$ cat src/rtl/vga_sync_gen.sv
// vga_sync_gen: pixel-tick divider plus x/y raster counters with registered,
// active-low hsync/vsync aligned to x/y and decoded video_on/frame_end.
module vga_sync_gen #(
    parameter int H_DISPLAY = 640,
    parameter int H_FRONT   = 16,
    parameter int H_SYNC    = 96,
    parameter int H_BACK    = 48,
    parameter int V_DISPLAY = 480,
    parameter int V_FRONT   = 10,
    parameter int V_SYNC    = 2,
    parameter int V_BACK    = 33,
    parameter int TICK_DIV  = 4
) (
    input  logic       clk,
    input  logic       reset,
    output logic       p_tick,
    output logic [9:0] x,
    output logic [9:0] y,
    output logic       hsync,
    output logic       vsync,
    output logic       video_on,
    output logic       frame_end
);
    localparam int DW = TICK_DIV > 1 ? $clog2(TICK_DIV) : 1;
    localparam logic [DW-1:0] DIV_LAST = DW'(TICK_DIV - 1);
    localparam logic [9:0] H_LAST   = 10'(H_DISPLAY + H_FRONT + H_SYNC + H_BACK - 1);
    localparam logic [9:0] V_LAST   = 10'(V_DISPLAY + V_FRONT + V_SYNC + V_BACK - 1);
    localparam logic [9:0] HS_START = 10'(H_DISPLAY + H_FRONT);
    localparam logic [9:0] HS_END   = 10'(H_DISPLAY + H_FRONT + H_SYNC);
    localparam logic [9:0] VS_START = 10'(V_DISPLAY + V_FRONT);
    localparam logic [9:0] VS_END   = 10'(V_DISPLAY + V_FRONT + V_SYNC);
    localparam logic [9:0] H_VIS    = 10'(H_DISPLAY);
    localparam logic [9:0] V_VIS    = 10'(V_DISPLAY);

    logic [DW-1:0] div_q, div_d;
    logic [9:0]    x_q, x_d, y_q, y_d;
    logic          hsync_q, hsync_d, vsync_q, vsync_d;
    logic          h_wrap;

    always_comb begin
        p_tick  = div_q == DIV_LAST;
        h_wrap  = p_tick && x_q == H_LAST;
        div_d   = p_tick ? '0 : div_q + DW'(1);
        x_d     = !p_tick ? x_q : (h_wrap ? 10'd0 : x_q + 10'd1);
        y_d     = !h_wrap ? y_q : (y_q == V_LAST ? 10'd0 : y_q + 10'd1);
        // Syncs are decoded from the next counter values so that, once
        // registered, they line up with x/y in the same cycle.
        hsync_d = !(x_d >= HS_START && x_d < HS_END);
        vsync_d = !(y_d >= VS_START && y_d < VS_END);
    end

    always_ff @(posedge clk) begin
        if (reset) begin
            div_q   <= '0;
            x_q     <= '0;
            y_q     <= '0;
            hsync_q <= 1'b1;
            vsync_q <= 1'b1;
        end else begin
            div_q   <= div_d;
            x_q     <= x_d;
            y_q     <= y_d;
            hsync_q <= hsync_d;
            vsync_q <= vsync_d;
        end
    end

    assign x         = x_q;
    assign y         = y_q;
    assign hsync     = hsync_q;
    assign vsync     = vsync_q;
    assign video_on  = x_q < H_VIS && y_q < V_VIS;
    assign frame_end = h_wrap && y_q == V_LAST;
endmodule

$ cat config.mk
export PLATFORM = sky130hd
export DESIGN_NAME = vga_sync_gen
export DESIGN_NICKNAME = d
export VERILOG_FILES = /design/src/rtl/vga_sync_gen.sv
export SDC_FILE = /design/constraint.sdc
export NUM_CORES = 1
export LEC_CHECK = 0
export ABC_AREA = 1
export ABC_CLOCK_PERIOD_IN_PS = 2250
export BUFFER_PORTS_ARGS = -buffer_cell sky130_fd_sc_hd__buf_4
export CELL_PAD_IN_SITES_DETAIL_PLACEMENT = 0
export CELL_PAD_IN_SITES_GLOBAL_PLACEMENT = 1
export CORE_ASPECT_RATIO = 1.75
export CORE_UTILIZATION = 25
export DETAILED_ROUTE_END_ITERATION = 10
export GPL_ROUTABILITY_DRIVEN = 0
export HOLD_SLACK_MARGIN = 0.03
export PLACE_DENSITY = 0.65
export SYNTH_ARGS = -nofsm -noshare
export SYNTH_HDL_FRONTEND = slang
export SYNTH_SLANG_ARGS = --single-unit
$ cat constraint.sdc
create_clock -name clk -period 2.25 [get_ports clk]
set_input_delay 0.1125 -clock clk [delete_from_list [all_inputs] [get_ports clk]]
set_output_delay 0.1125 -clock clk [all_outputs]
set_load 0.05 [all_outputs]
== After elaboration in Yosys (flattened, before gate mapping) ==
Cells that the tools add are included.
Storage, ports and cells
  output and inout bits: 25
  word-level logic and storage cells: 29
  input port bits: 2
  bits in registers: 24
Cells by class
  equal/unequal tests: 3
  add/subtract/negate cells: 3
  reduce and logical (&&, ||, !) cells: 8
  magnitude comparators: 6
  multiplexer cells: 4
Operator list (number)
  two-way mux 10 bit: 4
  adder 10 x 1 -> 10 bit, second input constant: 2
  == test 10 bit, second input constant: 2
  < comparator 10 bit, second input constant: 2
  < comparator 10 x 9 -> 1 bit, second input constant: 2
  >= comparator 10 bit, second input constant: 1
  >= comparator 10 x 9 -> 1 bit, second input constant: 1
  logical AND 1 bit: 5
  adder 2 x 1 -> 2 bit, second input constant: 1
  == test 2 bit, second input constant: 1
  zero test 1 bit: 2
  OR reduction 2 bit: 1

== Longest topological paths before layout ==
Gate-level depths: netlist (run 1).
  depth after elaboration: 7
  gate-level depth with buffers: 12
  depth with buffers taken out: 11

== Worst setup path before layout (run 1) ==
No wires, ideal clock.
  path kind: flip-flop to flip-flop
  start point: register div_q[0]
  end point: register y_q[4], in the netlist y[4]
  buffers on the path: 1
  stages on the path, launching flop included: 8
  library setup time: 0.160 ns
  path slack: -0.194 ns
  data arrival time: 2.284 ns
  path through: dfxtp_1 -> ha_1 -> buf_4 -> nand2_1 -> nor2_2 -> nand3_2 -> nor2_1 -> nor3_1
Between the ends
  cells in the longest elaborated chain, start to end: 3
RTL lines
  from (decl): line 35  | logic [DW-1:0] div_q, div_d;
  from (signal assigned): line 60  | div_q <= div_d;
  == test 2 bit: line 41  | p_tick = div_q == DIV_LAST;
  via p_tick: line 16  | output logic p_tick,
  logical AND 1 bit: line 42  | h_wrap = p_tick && x_q == H_LAST;
  two-way mux 10 bit: line 45  | y_d = !h_wrap ? y_q : (y_q == V_LAST ? 10'd0 : y_q + 10'd1);
  to (signal assigned): line 62  | y_q <= y_d;
  to (decl): line 36  | logic [9:0] x_q, x_d, y_q, y_d;
The timed path passes the listed nets, and every way through them passes these cells.
A chain may end at the register's enable or synchronous reset.

== Final worst setup path (run 1) ==
  start point: register x_q[0], in the netlist x[0]
  end point: output frame_end
Between the ends
  cells in the longest elaborated chain, start to end: 3
RTL lines
  from (decl): line 36
  from (signal assigned): line 55  | x_q <= '0;
  from (signal assigned): line 61  | x_q <= x_d;
  == test 10 bit: line 42
  logical AND 1 bit: line 42
  logical AND 1 bit: line 73  | assign frame_end = h_wrap && y_q == V_LAST;
  to (decl): line 22  | output logic frame_end
No other way between the ends.

==> impl_metrics.py, run 1 <==
metrics = {
    "synth": {
        "synth_edf_count": 0,
        "syn_area_per_cell_um2": 6.44,
        "syn_area_mm2": 0.00133,
        "synth_xor_area_share_pct": 0.657,
        "synth_mux_area_share_pct": 0,
        "synth_compound_area_share_pct": 6.38,
        "synth_top_family_by_area": "simple AND/OR/NAND/NOR gates",
        "synth-main-ff-cell": "dfxtp_1",
        "yosysWarnings": 0,
        "yosysSeqAreaShare_pct": 36.1,
        "synthSimpleGateAreaFrac_pct": 42.7,
        "ys_ff_latch": 24,
        "synth_nets": 213,
        "synth_cells": 207,
        "synthArstFlopShare_pct": 0,
        "yosys.area_share.adder_pct": 3.76,
        "yosysUniqueCellTypes": 24,
    },
    "layout": {
        "fillers": 577,
        "area_growth_pct": 22.6,
        "num_antenna_cells": 0,
        "drive_above_1_share_pct": 16.2,
        "nets": 241,
    },
    "worst_setup_path": {
        "regToRegSetupSlack_ns": 0.31,
        "crit_buf_inv": 1,
        "max_stage_delay_ns": 0.42,
        "cp_max_fo": 10,
        "cp_slowest_cell": "dfxtp_1",
        "cpLargestDelayFamily": "simple AND/OR/NAND/NOR gates",
        "crit_required_ns": 2.14,
        "worst_setup_path_end_kind": "primary output",
        "worst-setup-path-type": "reg -> out",
        "reg2reg_to": "vsync",
        "start_kind": "flop",
        "r2r_start": "x[0]",
        "rr_worst_depth": 10,
        "cp.arrival_ns": 1.95,
        "crit_chain": "ha_1 > nand2_1 > nor2_8 > nand3_2 > nor2_2 > buf_4",
    },
    "power_and_ir_drop": {
        "power_density_mw_per_mm2": 472,
        "finalPower_w": 0.000770,
        "ir_drop_uv": 200,
        "power.leakage_nw": 0.778,
    },
    "routing": {
        "dr.first_iter.drc_count": 26,
        "drc": 0,
        "antenna_left": 0,
        "vias": 1365,
        "avgRoutedWirePerCell_um": 12.7,
        "vias_per_cell": 4.74,
        "dr.pass1.iters": 4,
        "drt_wl_total_um": 3650,
    },
    "sta": {
        "fin_crit_sh_pct": 91.8,
        "tns_ns": 0,
        "finalHoldViolations": 0,
        "setup_violations": 0,
        "tightest_slew_ns": 0.307,
        "grt_setup_unrepaired": "false",
        "min_period_ns": 2.07,
        "hold_slack_ns": 0.166,
        "clock_skew_ns": 0.00692,
        "relSlewSlack_pct": 79.5,
        "clock.fmax_mhz": 484,
        "slew_viol_final": 0,
    },
    "floorplan": {
        "die_area_mm2": 0.00564,
        "io_pins": 27,
        "coreArea_mm2": 0.00506,
        "initial_utilization_pct": 26.3,
        "die_h_um": 98.6,
        "rows": 34,
        "die_w_um": 57.2,
    },
    "global_routing": {
        "overflow": 0,
        "antenna_found_initial": 0,
        "grt_use_total_pct": 13.9,
        "grt_pass1_vias": 1314,
        "grt_max_degree": 18,
        "grt_pass1_wl_um": 6070,
    },
    "cts": {
        "cts_hold_buf": 0,
        "cts.reportedPaths.clkPinSlew_ns": 0.09,
        "htreeDepth": 1,
        "cts_resized": 0,
        "root_buffer": "clkbuf_8",
        "cts_tree": "built",
        "cts_setup_buffers": 0,
        "clkSinkCount": 24,
        "clock_path_buffers": 2,
        "clock_latency_ns": 0.27,
        "cts_inserted_buffers": 3,
    },
    "placed_design": {
        "hpwl_um": 2790,
        "port_buffers": 26,
    },
    "hold_path": {
        "min_from": "reset",
        "hold_path_end": "y[3]",
        "hold_path.class": "in -> reg",
        "whs_path_depth": 2,
    },
    "run": {
        "maxCapViolations": 0,
    },
    "status": {
        "status": "completed",
    },
}
==> sequential cells by signal, summed over array words and instances, names as in the netlist <==
register	flops
hsync	1
div_q	2
vsync	1
x	10
y	10
==> report_power, final <==
part / total [W] / internal, W / switching, W
Combinational: 0.0000388 / 0.0000112 / 0.0000277
Clock: 0.000298 / 0.000156 / 0.000142
Sequential: 0.000434 / 0.000430 / 0.00000348
==> cells in the mapped netlist (2+ instances only) <==
cell type | n | area share, %
a21oi_1 | 7 | 2.6
inv_1 | 29 | 8.2
o21ai_0 | 4 | 1.5
dfxtp_1 | 24 | 36
nor2_1 | 31 | 8.7
nand2_1 | 61 | 17
o21bai_1 | 2 | 1.1
clkbuf_1 | 2 | 0.56
nand4_1 | 6 | 2.8
nor3_1 | 6 | 2.3
nand3_1 | 19 | 7.1
ha_1 | 4 | 3.8
==> worst register-to-register path: stages (launching register included) <==
cell and delay (ns):
dfxtp_1 0.42, ha_1 0.22, nand2_1 0.15, nor2_8 0.17
nand3_2 0.26, nand2_1 0.13, inv_1 0.04, a21oi_1 0.18
nand2_1 0.11, nor2_1 0.10, nand3_1 0.07
==> layout make-up <==
cell class / instances / area, µm² / area share [%]
Inverter: 30 / 113 / 6.89
Timing Repair Buffer: 27 / 203 / 12.4
Multi-Input combinational cell: 149 / 716 / 43.8
Tap cell: 54 / 67.6 / 4.13
Clock buffer: 4 / 55.1 / 3.37
Sequential cell: 24 / 480 / 29.4
==> cell families after synthesis <==
logic type / Yosys count
AOI/OAI and AO/OA: 15
xor gates and xnor gates: 1
adders and majority gates: 4
buffers and inverters: 34
DFF: 24
and+or+nand+nor: 129
==> placed cells by master (no fill, tap or decap) <==
cell type	instances
a21oi_1	7
inv_2	1
xor2_1	1
nor3_1	6
nor2_1	30
buf_4	27
nor2_2	2
nor2_4	1
clkbuf_8	4
inv_1	29
o21bai_1	2
nand3b_1	1
o21ai_0	4
nand4_1	6
nor2_8	1
nand3_2	1
ha_1	4
o31ai_1	1
nand3_1	19
nand2_2	1
dfxtp_1	24
a211oi_1	1
nand2_1	61
==> how the worst max path moves through the flow <==
| stage | start | to | slack (ns) | cells past startpoint |
|---|---|---|---|---|
| global route | x[0] | frame_end | 0.02 | 6 |
| floorplan | div_q[0] | y[4] | 0.06 | 7 |
| global placement | x[0] | vsync | 0.33 | 10 |
| CTS | x[0] | frame_end | 0.16 | 6 |
| detailed placement | x[0] | vsync | 0.30 | 10 |
| finish | x[0] | frame_end | 0.18 | 6 |
==> through the flow <==
step | cell area, µm² | util [%] | instances | worst slack (ns)
after floorplan | 1340 | - | 207 | 0.0568
after global placement | 1580 | 31.2 | 284 | 0.328
after detailed placement | 1580 | 31.2 | 284 | 0.302
after CTS | 1630 | 32.3 | 288 | 0.160
after global routing | 1630 | 32.3 | 288 | 0.0215
final | 1630 | 32.3 | 288 | 0.185
==> routing by layer <==
layer  vias up  share of wire [%]  GRT usage, %
met4         0                2.2          7.32
li1        707                  -             -
met5         -                  0             0
met1       622                 40          14.9
met3         6                2.7          1.05
met2        30                 55          26.2
Power figures use the tool's default switching activity.
==> run 2, diff against run 1 <==
ABC_AREA = unset   (was 1)
PLACE_DENSITY = 0.62   (was 0.65)
==> impl_metrics.py, run 2 <==
metrics = {
    "status": {
        "status": "complete, but fails checks",
        "violations": "DRC",
    },
    "placed_design": {
        "hpwl_um": 2660,
        "port_buffers": 26,
        "place_ws_ns": 0.313,
        "dp_cells": 236,
    },
    "cts": {
        "clock_path_buffers": 2,
        "cts_hold_buf": 0,
        "htreeDepth": 1,
        "cts_tree": "built",
        "cts.reportedPaths.clkPinSlew_ns": 0.08,
        "cts_setup_buffers": 0,
        "root_buffer": "clkbuf_8",
        "cts_inserted_buffers": 3,
        "cts_resized": 0,
        "clock_latency_ns": 0.26,
        "clkSinkCount": 24,
    },
    "worst_setup_path": {
        "cp_max_fo": 12,
        "cp-endpoint": "frame_end",
        "r2r_start": "y[0]",
        "rr_worst_depth": 6,
        "worst-setup-path-type": "reg -> out",
        "cp.arrival_ns": 2.01,
        "regToRegSetupSlack_ns": 0.30,
        "reg2reg_to": "y[9]",
        "critPathLaunch": "y[0]",
        "crit_required_ns": 2.14,
        "start_kind": "flop",
        "worst_setup_path_end_kind": "primary output",
    },
    "sta": {
        "fin_crit_sh_pct": 94.5,
        "clock_skew_ns": 0.00277,
        "setup_violations": 0,
        "finalHoldViolations": 0,
        "hold_slack_ns": 0.194,
        "slew_viol_final": 0,
        "relSlewSlack_pct": 70.7,
        "grt_setup_unrepaired": "false",
        "clock.fmax_mhz": 470,
        "min_period_ns": 2.13,
        "tightest_slew_ns": 0.439,
        "setup_slack_ns": 0.124,
        "tns_ns": 0,
    },
    "layout": {
        "nets": 192,
        "num_antenna_cells": 0,
        "area_growth_pct": 18.8,
        "final_common_cell": "buf_4",
        "final_cells": 239,
        "final_cell_mix": "31 x buf_4, 24 x dfxtp_1, 13 x nor2_1",
        "drive_above_1_share_pct": 22.8,
    },
    "global_routing": {
        "grt_pass1_vias": 1208,
        "overflow": 0,
        "grt_use_total_pct": 13.0,
        "antenna_found_initial": 0,
        "grt_max_degree": 24,
        "grt_pass1_wl_um": 5820,
    },
    "routing": {
        "drt_wl_total_um": 3530,
        "dr.pass1.iters": 7,
        "vias_per_cell": 5.19,
        "antenna_left": 0,
        "drc": 2,
        "dr.first_iter.drc_count": 21,
        "vias": 1240,
        "avgRoutedWirePerCell_um": 14.8,
    },
    "floorplan": {
        "die_h_um": 99.9,
        "coreArea_mm2": 0.00526,
        "die_area_mm2": 0.00579,
        "rows": 35,
        "initial_utilization_pct": 26.1,
        "die_w_um": 58.0,
        "io_pins": 27,
    },
    "synth": {
        "synthTopCellsByArea": "dfxtp_1 35%, a21oi_1 3.7%, ha_1 3.7%",
        "synth_cells": 164,
        "yosysSeqAreaShare_pct": 35.1,
        "synth_top_area_cell": "dfxtp_1",
        "yosysUniqueCellTypes": 47,
        "syn_area_per_cell_um2": 8.35,
        "synth_common_cells": "24 x dfxtp_1, 13 x nor2_1, 10 x a21oi_1",
        "synth_top_area_share_pct": 35.1,
        "synth-main-ff-cell": "dfxtp_1",
        "yosysWarnings": 0,
        "synth_edf_count": 0,
        "synth_nets": 170,
        "synthArstFlopShare_pct": 0,
        "yosys.cell_count.top_type": "dfxtp_1",
        "syn_area_mm2": 0.00137,
        "ys_ff_latch": 24,
    },
    "run": {
        "maxCapViolations": 0,
    },
    "power_and_ir_drop": {
        "power_density_mw_per_mm2": 440,
        "clockPowerShare_pct": 34.4,
        "ir_drop_uv": 119,
        "swShare_pct": 21.5,
        "pwr-share-comb_pct": 5.0,
        "finalPower_w": 0.000716,
        "p_switching_w": 0.000154,
        "power.leakage_nw": 0.629,
        "intPower_w": 0.000562,
        "seq_power_share_pct": 60.7,
    },
    "hold_path": {
        "hold_path.class": "in -> reg",
        "whs_path_depth": 2,
    },
}
[run 2: worst min path at each step]
stage	start	end	slack (ns)
2_1_floorplan	reset	y[1]	0.19
3_3_place_gp	div_q[0]	div_q[0]	0.42
3_5_place_dp	div_q[0]	div_q[0]	0.43
4_1_cts	reset	x[6]	0.20
5_1_grt	reset	x[0]	0.20
6_report	reset	x[6]	0.19
[run 2: final cells by class]
cell class	count	area, µm²
multi-input cells	120	782
repair buffers	31	233
inverters	6	22.5
fillers	586	3630
clock buffers	3	41.3
flip-flops and latches	24	480
well taps	55	68.8
[run 2: power groups by stage]
stage               logic (W)  clock network (W)  registers (W)
CTS                 0.0000362           0.000264       0.000435
global route        0.0000392           0.000285       0.000435
finish              0.0000355           0.000246       0.000434
global placement    0.0000367                  0       0.000444
floorplan           0.0000232                  0       0.000449
detailed placement  0.0000362                  0       0.000444
[run 2: worst max-delay path, stage by stage, from the launching register on]
cell and delay, ns:
dfxtp_1 0.38, inv_1 0.08, ha_1 0.15, nor4bb_1 0.23, and3_1 0.48, and2_1 0.22
buf_4 0.20
[run 2: routing by layer]
layer | routed length (µm) | part of all wire, % | global-route usage, %
met1 | 1450 | 41 | 14.9
met3 | 103 | 2.9 | 1.68
met2 | 1940 | 55 | 24.5
met5 | 0 | 0 | 0
met4 | 39 | 1.1 | 3.85
[run 2: through the flow]
stage,util [%],instance area [µm²]
global route,31.0,1630
detailed placement,30.2,1590
floorplan,-,1370
CTS,31.0,1630
global placement,30.2,1590
finish,31.0,1630
[run 2: cells by family after synthesis]
| family | Yosys count | share of synthesized area [%] |
|---|---|---|
| xor+xnor | 10 | 6.39 |
| flops | 24 | 35.1 |
| buf+inv | 20 | 8.04 |
| simple gates | 70 | 29.0 |
| fa+ha+maj | 4 | 3.65 |
| mux | 3 | 2.19 |
| compound gates | 33 | 15.7 |
==> run 3, diff against run 2 <==
SETUP_SLACK_MARGIN = 0.2   (was unset)
==> impl_metrics.py, run 3 (synthesized netlist as in run 2, its figures left out) <==
metrics = {
    "status": {
        "status": "completed",
    },
    "layout": {
        "nets": 196,
        "final_common_cell": "buf_4",
        "final_cell_mix": "33 x buf_4, 22 x dfxtp_1, 13 x nor2_1",
        "final_cells": 244,
        "fillers": 587,
        "num_antenna_cells": 0,
        "area_growth_pct": 23.6,
        "drive_above_1_share_pct": 27.5,
    },
    "placed_design": {
        "hpwl_um": 2840,
        "place_ws_ns": 0.239,
        "dp_cells": 238,
        "port_buffers": 26,
    },
    "hold_path": {
        "min_from": "reset",
        "hold_path.class": "in -> reg",
        "whs_path_depth": 2,
        "hold_path_end": "x[6]",
    },
    "floorplan": {
        "coreArea_mm2": 0.00526,
        "rows": 35,
        "die_area_mm2": 0.00579,
        "die_h_um": 99.9,
        "initial_utilization_pct": 26.1,
        "io_pins": 27,
        "die_w_um": 58.0,
    },
    "sta": {
        "slew_viol_final": 0,
        "grt_setup_unrepaired": "false",
        "fin_crit_sh_pct": 87.3,
        "clock_skew_ns": 0.00236,
        "relSlewSlack_pct": 72.9,
        "min_period_ns": 1.96,
        "setup_slack_ns": 0.285,
        "clock.fmax_mhz": 509,
        "tns_ns": 0,
        "tightest_slew_ns": 0.406,
        "finalHoldViolations": 0,
        "setup_violations": 0,
    },
    "routing": {
        "drc": 0,
        "vias_per_cell": 5.22,
        "dr.pass1.iters": 4,
        "antenna_left": 0,
        "drt_wl_total_um": 3820,
        "avgRoutedWirePerCell_um": 15.7,
        "vias": 1274,
        "dr.first_iter.drc_count": 21,
    },
    "cts": {
        "cts_hold_buf": 0,
        "cts_inserted_buffers": 3,
        "cts_tree": "built",
        "clock_latency_ns": 0.26,
        "root_buffer": "clkbuf_8",
        "cts.reportedPaths.clkPinSlew_ns": 0.09,
        "htreeDepth": 1,
        "clkSinkCount": 24,
        "clock_path_buffers": 2,
    },
    "worst_setup_path": {
        "worst-setup-path-type": "reg -> out",
        "reg2reg_to": "y[9]",
        "rr_worst_depth": 6,
        "worst_setup_path_end_kind": "primary output",
        "cp_max_fo": 12,
        "cp.arrival_ns": 1.85,
        "crit_required_ns": 2.14,
        "r2r_start": "y[0]",
        "regToRegSetupSlack_ns": 0.43,
        "start_kind": "flop",
    },
    "global_routing": {
        "grt_max_degree": 24,
        "overflow": 0,
        "grt_pass1_vias": 1287,
        "grt_use_total_pct": 14.1,
        "grt_pass1_wl_um": 6240,
        "antenna_found_initial": 0,
    },
    "power_and_ir_drop": {
        "power_density_mw_per_mm2": 455,
        "ir_drop_uv": 182,
        "power.leakage_nw": 0.662,
    },
    "run": {
        "maxCapViolations": 0,
    },
}
-- run 3: power breakdown --
| group | switching, W | internal, W | total [W] |
|---|---|---|---|
| sequential | 0.00000376 | 0.000430 | 0.000434 |
| combinational | 0.0000247 | 0.0000130 | 0.0000377 |
| clock | 0.000142 | 0.000156 | 0.000298 |
-- run 3: metrics by stage --
step                      utilization [%]  hold slack, ns  power [W]  cell area [µm²]
after global placement               30.6           0.422   0.000483             1610
after CTS                            31.8           0.203   0.000786             1670
after floorplan                         -           0.193   0.000472             1380
after detailed placement             30.6           0.431   0.000483             1610
final                                32.2           0.199   0.000770             1690
after global routing                 32.2           0.202   0.000807             1690
-- run 3: layer usage --
metal	GRT usage, %	vias to the layer above	wire length [µm]
met5	0	-	0
met4	7.33	0	118
met3	1.55	8	75
met2	25.9	19	2110
met1	15.3	614	1520
li1	-	633	-
-- run 3: how the worst max path moves through the flow --
stage                end  slack, ns  cells past startpoint  start
3_5_place_dp        y[9]       0.24                      5   x[0]
3_3_place_gp        y[9]       0.29                      5   x[0]
2_1_floorplan  frame_end       0.07                      7   x[0]
5_1_grt        frame_end       0.21                      6   x[0]
4_1_cts        frame_end       0.23                      6   x[0]
6_report       frame_end       0.29                      6   x[0]
-- run 3: cell type report --
class | count | area, µm² | share of cell area, %
clock buffers | 4 | 55.1 | 3.25
inverters | 6 | 22.5 | 1.33
multi-input cells | 120 | 791 | 46.7
flip-flops and latches | 24 | 485 | 28.7
well taps | 55 | 68.8 | 4.07
repair buffers | 35 | 270 | 16.0
-- run 3: timing repair --
| item | in CTS | in global routing |
|---|---|---|
| cloned | 0 | 0 |
| resized for setup | 6 | 2 |
| endpoints found under the setup margin | 1 | 1 |
| pin swaps | 0 | 1 |
| buffers inserted | 0 | 2 |
-- run 3: worst max-delay path: stages (launching register included) --
cell and delay (ns):
dfxtp_4 0.38, ha_1 0.19, and4_4 0.27, and3_1 0.21, buf_6 0.18, and2_1 0.19, buf_6 0.17
